--- config.mk ---
export PLATFORM = sky130hd
export DESIGN_NAME = rename_rollback
export DESIGN_NICKNAME = d
export VERILOG_FILES = /design/src/rtl/rename_rollback.sv
export SDC_FILE = /design/constraint.sdc
export NUM_CORES = 1
export LEC_CHECK = 0
export CORE_MARGIN = 2
export CORE_UTILIZATION = 43
export DETAILED_ROUTE_END_ITERATION = 16
export PLACE_DENSITY = 0.84
export SYNTH_ARGS = -nofsm -noshare
export SYNTH_HDL_FRONTEND = slang
export SYNTH_SLANG_ARGS = --single-unit
export TNS_END_PERCENT = 20
--- constraint.sdc ---
create_clock -name clk -period 3.8 [get_ports clk]
set_clock_uncertainty 0.1 [all_clocks]
set_input_delay 0.76 -clock clk [delete_from_list [all_inputs] [get_ports clk]]
set_output_delay 0.76 -clock clk [all_outputs]
set_load 0.05 [all_outputs]
--- src/rtl/rename_rollback.sv ---
// rename_rollback: after a pipeline flush, walks the rename history backward from the youngest
// allocated sqN down to the oldest squashed sqN. It emits restore writes for the rename map,
// youngest group first, NUM_UOPS lanes per beat.
//
// Ports:
//   clk, rst          clock; asynchronous active-high reset
//   IN_flushValid     flush request this cycle
//   IN_flushSqN       sqN of the oldest squashed uop
//   IN_curSqN         next sqN to be allocated; sampled only when a flush is accepted in idle
//   OUT_readSqN       history read address; lane i returns entry OUT_readSqN+i
//   IN_readRegNm      history regNm per lane, lane i at [i*6+:6]
//   IN_readRegTag     history tag per lane, lane i at [i*7+:7]
//   OUT_restoreValid  per-lane restore strobe (registered)
//   OUT_restoreRegNm  register to restore, per lane
//   OUT_restoreTag    tag to write, per lane
//   OUT_busy          rollback in progress; rename must stall
//   OUT_done          one-cycle pulse on the final restore beat
module rename_rollback #(
  parameter int unsigned NUM_UOPS    = 3,
  parameter int unsigned NUM_ENTRIES = 32
) (
  input  logic                  clk,
  input  logic                  rst,
  input  logic                  IN_flushValid,
  input  logic [5:0]            IN_flushSqN,
  input  logic [5:0]            IN_curSqN,
  output logic [5:0]            OUT_readSqN,
  input  logic [NUM_UOPS*6-1:0] IN_readRegNm,
  input  logic [NUM_UOPS*7-1:0] IN_readRegTag,
  output logic [NUM_UOPS-1:0]   OUT_restoreValid,
  output logic [NUM_UOPS*6-1:0] OUT_restoreRegNm,
  output logic [NUM_UOPS*7-1:0] OUT_restoreTag,
  output logic                  OUT_busy,
  output logic                  OUT_done
);

  typedef enum logic [1:0] {StIdle, StWalk, StDrain} state_e;

  localparam logic [5:0] GrpMax = 6'(NUM_UOPS);

  state_e     state_q, state_d;
  logic [5:0] ptr_q, ptr_d;
  logic [5:0] tgt_q, tgt_d;
  logic [5:0] remaining;
  logic [5:0] grp;
  logic [5:0] flush_delta;
  logic       older_flush;

  logic [NUM_UOPS-1:0]   valid_d, valid_q;
  logic [NUM_UOPS*6-1:0] nm_d, nm_q;
  logic [NUM_UOPS*7-1:0] tag_d, tag_q;

  // sqN arithmetic wraps mod 64; ptr is the exclusive upper bound still to restore.
  assign remaining   = ptr_q - tgt_q;
  assign grp         = (remaining > GrpMax) ? GrpMax : remaining;
  // A flush strictly older than the current target (signed distance < 0) extends the walk.
  assign flush_delta = IN_flushSqN - tgt_q;
  assign older_flush = IN_flushValid & flush_delta[5];

  always_comb begin
    state_d     = state_q;
    ptr_d       = ptr_q;
    tgt_d       = tgt_q;
    OUT_readSqN = ptr_q;
    OUT_done    = 1'b0;
    unique case (state_q)
      StIdle: begin
        if (IN_flushValid) begin
          ptr_d   = IN_curSqN;
          tgt_d   = IN_flushSqN;
          // Nothing to restore: complete on the very next cycle.
          state_d = (IN_curSqN == IN_flushSqN) ? StDrain : StWalk;
        end
      end
      StWalk: begin
        OUT_readSqN = ptr_q - grp;
        ptr_d       = ptr_q - grp;
        // Extension is applied after this cycle's pointer step.
        if (older_flush) tgt_d = IN_flushSqN;
        state_d = (ptr_d != tgt_d) ? StWalk : StDrain;
      end
      StDrain: begin
        if (older_flush) begin
          tgt_d   = IN_flushSqN;
          state_d = StWalk;
        end else begin
          OUT_done = 1'b1;
          state_d  = StIdle;
        end
      end
      default: state_d = StIdle;
    endcase
  end

  // Lane qualification: within a group the oldest lane writing a register wins, since the
  // history holds the mapping that preceded each uop.
  always_comb begin
    valid_d = '0;
    nm_d    = '0;
    tag_d   = '0;
    if (state_q == StWalk) begin
      nm_d  = IN_readRegNm;
      tag_d = IN_readRegTag;
      for (int i = 0; i < NUM_UOPS; i++) begin
        valid_d[i] = (6'(i) < grp) && (IN_readRegNm[i*6+:6] != 6'd0);
        for (int j = 0; j < i; j++) begin
          if (valid_d[j] && (IN_readRegNm[j*6+:6] == IN_readRegNm[i*6+:6])) valid_d[i] = 1'b0;
        end
      end
    end
  end

  always_ff @(posedge clk or posedge rst) begin
    if (rst) begin
      state_q <= StIdle;
      ptr_q   <= '0;
      tgt_q   <= '0;
      valid_q <= '0;
      nm_q    <= '0;
      tag_q   <= '0;
    end else begin
      state_q <= state_d;
      ptr_q   <= ptr_d;
      tgt_q   <= tgt_d;
      valid_q <= valid_d;
      nm_q    <= nm_d;
      tag_q   <= tag_d;
    end
  end

  assign OUT_restoreValid = valid_q;
  assign OUT_restoreRegNm = nm_q;
  assign OUT_restoreTag   = tag_q;
  assign OUT_busy         = (state_q != StIdle);

  // The walk never spans more than the history holds.
  walk_within_history: assert property (@(posedge clk) disable iff (rst)
    (state_q == StWalk) |-> (32'(remaining) <= NUM_ENTRIES));

endmodule

==> results.env <==
OUTCOME='finished with violations'
FAILED_CHECKS='negative setup slack'
SYNTH-SIMPLE-AREA-SHARE_PCT=19.2
FILLER_CELL_COUNT=604
SLOWEST_STAGE='sky130_fd_sc_hd__dfrtp_1'
VIAS=2935
FINAL_MIN_PERIOD_OVER_CLOCK_PERIOD_PCT=111
REGTOREGENDPOINT='state_q[1]$_DFFE_PP0P_'
DP_HPWL_MM=6.73
ASYNC_FLOP_SHARE_PCT=100
SYNTH-EDFF-COUNT=0
GRT_SETUP_UNREPAIRED='true'
TRITONCTS_NUM_SINKS=56
FINAL_LAYOUT_SIZE_SUFFIX_GT1_SHARE_PCT=16.6
CP_DELAY_BY_FAMILY_TOP='simple AND/OR/NAND/NOR gates'
CP_NUM_CELLS=18
HOLDPATHSTAGES=1
TIMING_WORST_SETUP_PATH_TYPE='reg2out'
WORSTPATHCELLLIST='inv_2 > ha_4 > inv_2 > fa_2 > nor2_2 > a32oi_1 > o22a_2 > nor4_4 > xor2_1 > ha_2 > nand2_1 > nand2_1 > a21oi_1 > nor2_1 > a21oi_1 > and3_4 > a21oi_4 > buf_12'
SYNTH_COMPOUND_GATE_AREA_SHARE_PCT=12.7
GPL.FINAL_WEIGHTED_CONGESTION=0.897
MAX-CLOCK-PATH-BUFFERS=2
CP_MAX_FO=3
TIMING.REG2REG.WORST_PATH_DEPTH=20
MIN_PERIOD_NS=4.22
FIN_WS_NS=-0.423
VIA_COUNT_OF_THE_FIRST_GLOBAL_ROUTING_PASS=2962
DISTINCT_CELL_TYPE_COUNT_AFTER_SYNTHESIS=56
FMAX_MHz=237
WORST_SLEW_PIN_TRAN_NS=0.910
CP-END-KIND='output pin'
POST_SYN_AREA_PER_CELL_SQ_UM=10.1
GRT_UTIL_ALL_LAYERS_PCT=20.0
SYNTH-MAIN-FF-CELL='sky130_fd_sc_hd__dfrtp_1'
CRIT_ARRIVAL_NS=3.36
CTS_TREE='built'
SYNTH_LARGEST_TYPE_AREA_FRACTION_PCT=42.0
PRE_CTS_SLACK_NS=-0.277
PATH_BUF_INV=3
CLKLATENCYLATEPIN_NS=0.32
FINALSETUPVIOLCOUNT=6
TIMING.CRITICAL_PATH.REQUIRED_NS=2.94
WORSTHOLDSTART='tgt_q[4]$_DFFE_PP0P_'
CTS_MAX_LEVEL=2
AREA_OF_THE_DIE_SQ_MM=0.00849
SYNTH_ADDER_AREA_SHARE_PCT=6.97
SYNTH_XOR_AREA_SHARE_PCT=10.7
YS_SEQ_AREA_SHARE_PCT=42.0
ANT_NETS=0
REGTOREGSTARTPOINT='ptr_q[0]$_DFFE_PP0P_'
ROUTED_WL_MM=8.49
FLOORPLAN.INITIALDENSITY_PCT=43.9
MAXCAPVIOLCOUNT=0
ANTENNA_CELLS_INSERTED=0
NUM_IO_PINS=104
FIN_NETS=535
TIMING.FINAL.HOLD_VIOLATIONS=0
YOSYS.CELL_COUNT.TOP_TYPE='sky130_fd_sc_hd__dfrtp_1'
POST_SYNTH_MUX_AREA_SHARE_PCT=4.87
HOLDWS_NS=0.427
FP.COREAREA_SQ_MM=0.00761
SYNTH_CELLS=332
SYNTH_AREA_LEADERS='sky130_fd_sc_hd__dfrtp_1 (42%), sky130_fd_sc_hd__and2_1 (7.9%), sky130_fd_sc_hd__ha_1 (6.4%)'
PORT_BUFFERS=103
DRC_ERRORS=0
SLEW_VIOL_FINAL=0
VIAS_PER_CELL=5.19
POST_SYNTH_INSTANCE_AREA_SQ_MM=0.00334
MIN_DELAY_WORST_ENDPOINT='tgt_q[4]$_DFFE_PP0P_'
SYNTH.CELLS.MOST_FREQUENT='sky130_fd_sc_hd__dfrtp_1 (56), sky130_fd_sc_hd__and2_1 (42), sky130_fd_sc_hd__nand2_1 (23), sky130_fd_sc_hd__xor2_1 (22), sky130_fd_sc_hd__inv_1 (20)'
NETLIST.TOP_CELL.BY_AREA='sky130_fd_sc_hd__dfrtp_1'
HOLD_PATH_CLASS='reg2reg'
TOTAL_AREA_OF_MULTI_INPUT_COMBINATIONAL_CELLS_SQ_MM=0.00190
DIE_WIDTH_UM=92.1
CLK_SLEW_ON_WORST_S_H_PATHS_NS=0.11
PIN_COUNT_OF_THE_BIGGEST_NET_ENTERING_GLOBAL_ROUTING=61
CLOCKROOTBUFFER='sky130_fd_sc_hd__clkbuf_8'
STD_CELL_ROWS=32
FIRST_PASS_ITERS=4
SEQUENTIAL_CELL_AREA_SQ_MM=0.00140
DETAIL_ROUTE.ITER0.VIOLATIONS=92
REG2REG_SLACK_NS=-0.14
TIMING.CRITICAL_PATH.SLOWEST_CELL_DELAY_NS=0.41
ANTENNA_FOUND_INITIAL=0
YS.WARNINGS.COUNT=0
AREAGROWTHSYNTHTOFINISH_PCT=46.9
DRT-WIRELENGTH-PER-CELL_UM=15.0
TIMING.CRITICAL_PATH.FROM_TYPE='register'
SYNTH_TOP_FAMILY_BY_AREA='simple AND/OR/NAND/NOR gates'
POSTSYNTHREGISTERBITS=56
NUMCTSBUFFERS=5
FIRST_PASS_GRT_WIRE_LENGTH_MM=13.5
RELSLEWSLACK_PCT=37.6
DIE_HEIGHT_UM=92.1
GR-TOTAL-OVERFLOW=0
## metrics by stage
stage / cells / area, sq um / utilization (%) / setup TNS (ns)
2_1_floorplan: 334 / 3400 / - / -0.0443
3_3_place_gp: 555 / 4750 / 62.4 / -0.138
3_5_place_dp: 555 / 4750 / 62.4 / -0.493
4_1_cts: 564 / 4870 / 64.0 / -1.20
5_1_grt: 566 / 4910 / 64.5 / -2.55
6_report: 566 / 4910 / 64.5 / -1.47
## how the worst max path moves through the flow
stage / start / endpoint / slack, ns
floorplan: ptr_q[0]$_DFFE_PP0P_ / OUT_readSqN[4] / -0.04
global placement: IN_flushSqN[2] / state_q[1]$_DFFE_PP0P_ / -0.14
detailed placement: IN_flushSqN[2] / state_q[1]$_DFFE_PP0P_ / -0.28
CTS: ptr_q[0]$_DFFE_PP0P_ / OUT_readSqN[4] / -0.38
global route: ptr_q[0]$_DFFE_PP0P_ / OUT_readSqN[4] / -0.58
finish: ptr_q[0]$_DFFE_PP0P_ / OUT_readSqN[4] / -0.42
## cells by family (layout without fill, tap and decap cells)
logic type	count (synthesis)	in the layout
and+or+nand+nor	114	114
AOI/OAI and AO/OA	59	59
DFF	56	56
xor gates and xnor gates	39	39
buffers and inverters	30	160
adders and majority gates	18	18
muxes	15	15
other	1	3
## cells in the final DEF, fill, tap and decap left out, types with 3 or more instances in the layout
cell,instances
sky130_fd_sc_hd__mux2_2,7
sky130_fd_sc_hd__nand2_1,23
sky130_fd_sc_hd__buf_12,5
sky130_fd_sc_hd__a32oi_1,3
sky130_fd_sc_hd__a21oi_1,12
sky130_fd_sc_hd__o21ai_0,14
sky130_fd_sc_hd__inv_1,17
sky130_fd_sc_hd__and2_1,42
sky130_fd_sc_hd__ha_1,14
sky130_fd_sc_hd__clkdlybuf4s50_1,96
sky130_fd_sc_hd__conb_1,3
sky130_fd_sc_hd__mux2i_1,7
sky130_fd_sc_hd__nor4_1,6
sky130_fd_sc_hd__inv_2,3
sky130_fd_sc_hd__nor2_1,15
sky130_fd_sc_hd__dfrtp_1,56
sky130_fd_sc_hd__buf_4,29
sky130_fd_sc_hd__xor2_1,22
sky130_fd_sc_hd__xnor2_1,15
sky130_fd_sc_hd__nand4_1,3
sky130_fd_sc_hd__o21ai_1,4
sky130_fd_sc_hd__nand3_1,3
sky130_fd_sc_hd__nor3_1,5
sky130_fd_sc_hd__clkbuf_8,5
## layer usage
layer  track usage [%]  vias up  wire, um
met5                 0        -         0
met4              7.59        0       187
met3              2.96       20       445
met2              37.2      109      4430
met1              23.0     1413      3420
li1                  -     1393         -
## repair_timing
action,CTS,global route
pin swaps,3,6
setup buffers,1,2
hold buffers,0,0
endpoints found under the setup margin,6,9
gates cloned,0,0
gates resized for setup,4,4
## registers in the layout (all words and copies together), names as in the netlist
register / flops
OUT_restoreValid: 3
OUT_restoreRegNm: 18
OUT_restoreTag: 21
tgt_q: 6
state_q: 2
ptr_q: 6
## final cells by class
class / instances / area share [%]
well taps: 102 / 2.60
inverters: 20 / 1.53
multi-input cells: 248 / 38.8
clock buffers: 5 / 1.40
repair buffers: 132 / 26.5
flip-flops and latches: 56 / 28.6
clock inverters: 3 / 0.561
Power is not shown: default switching activity piles up to over one toggle a cycle in this logic, so the estimate is an artifact.
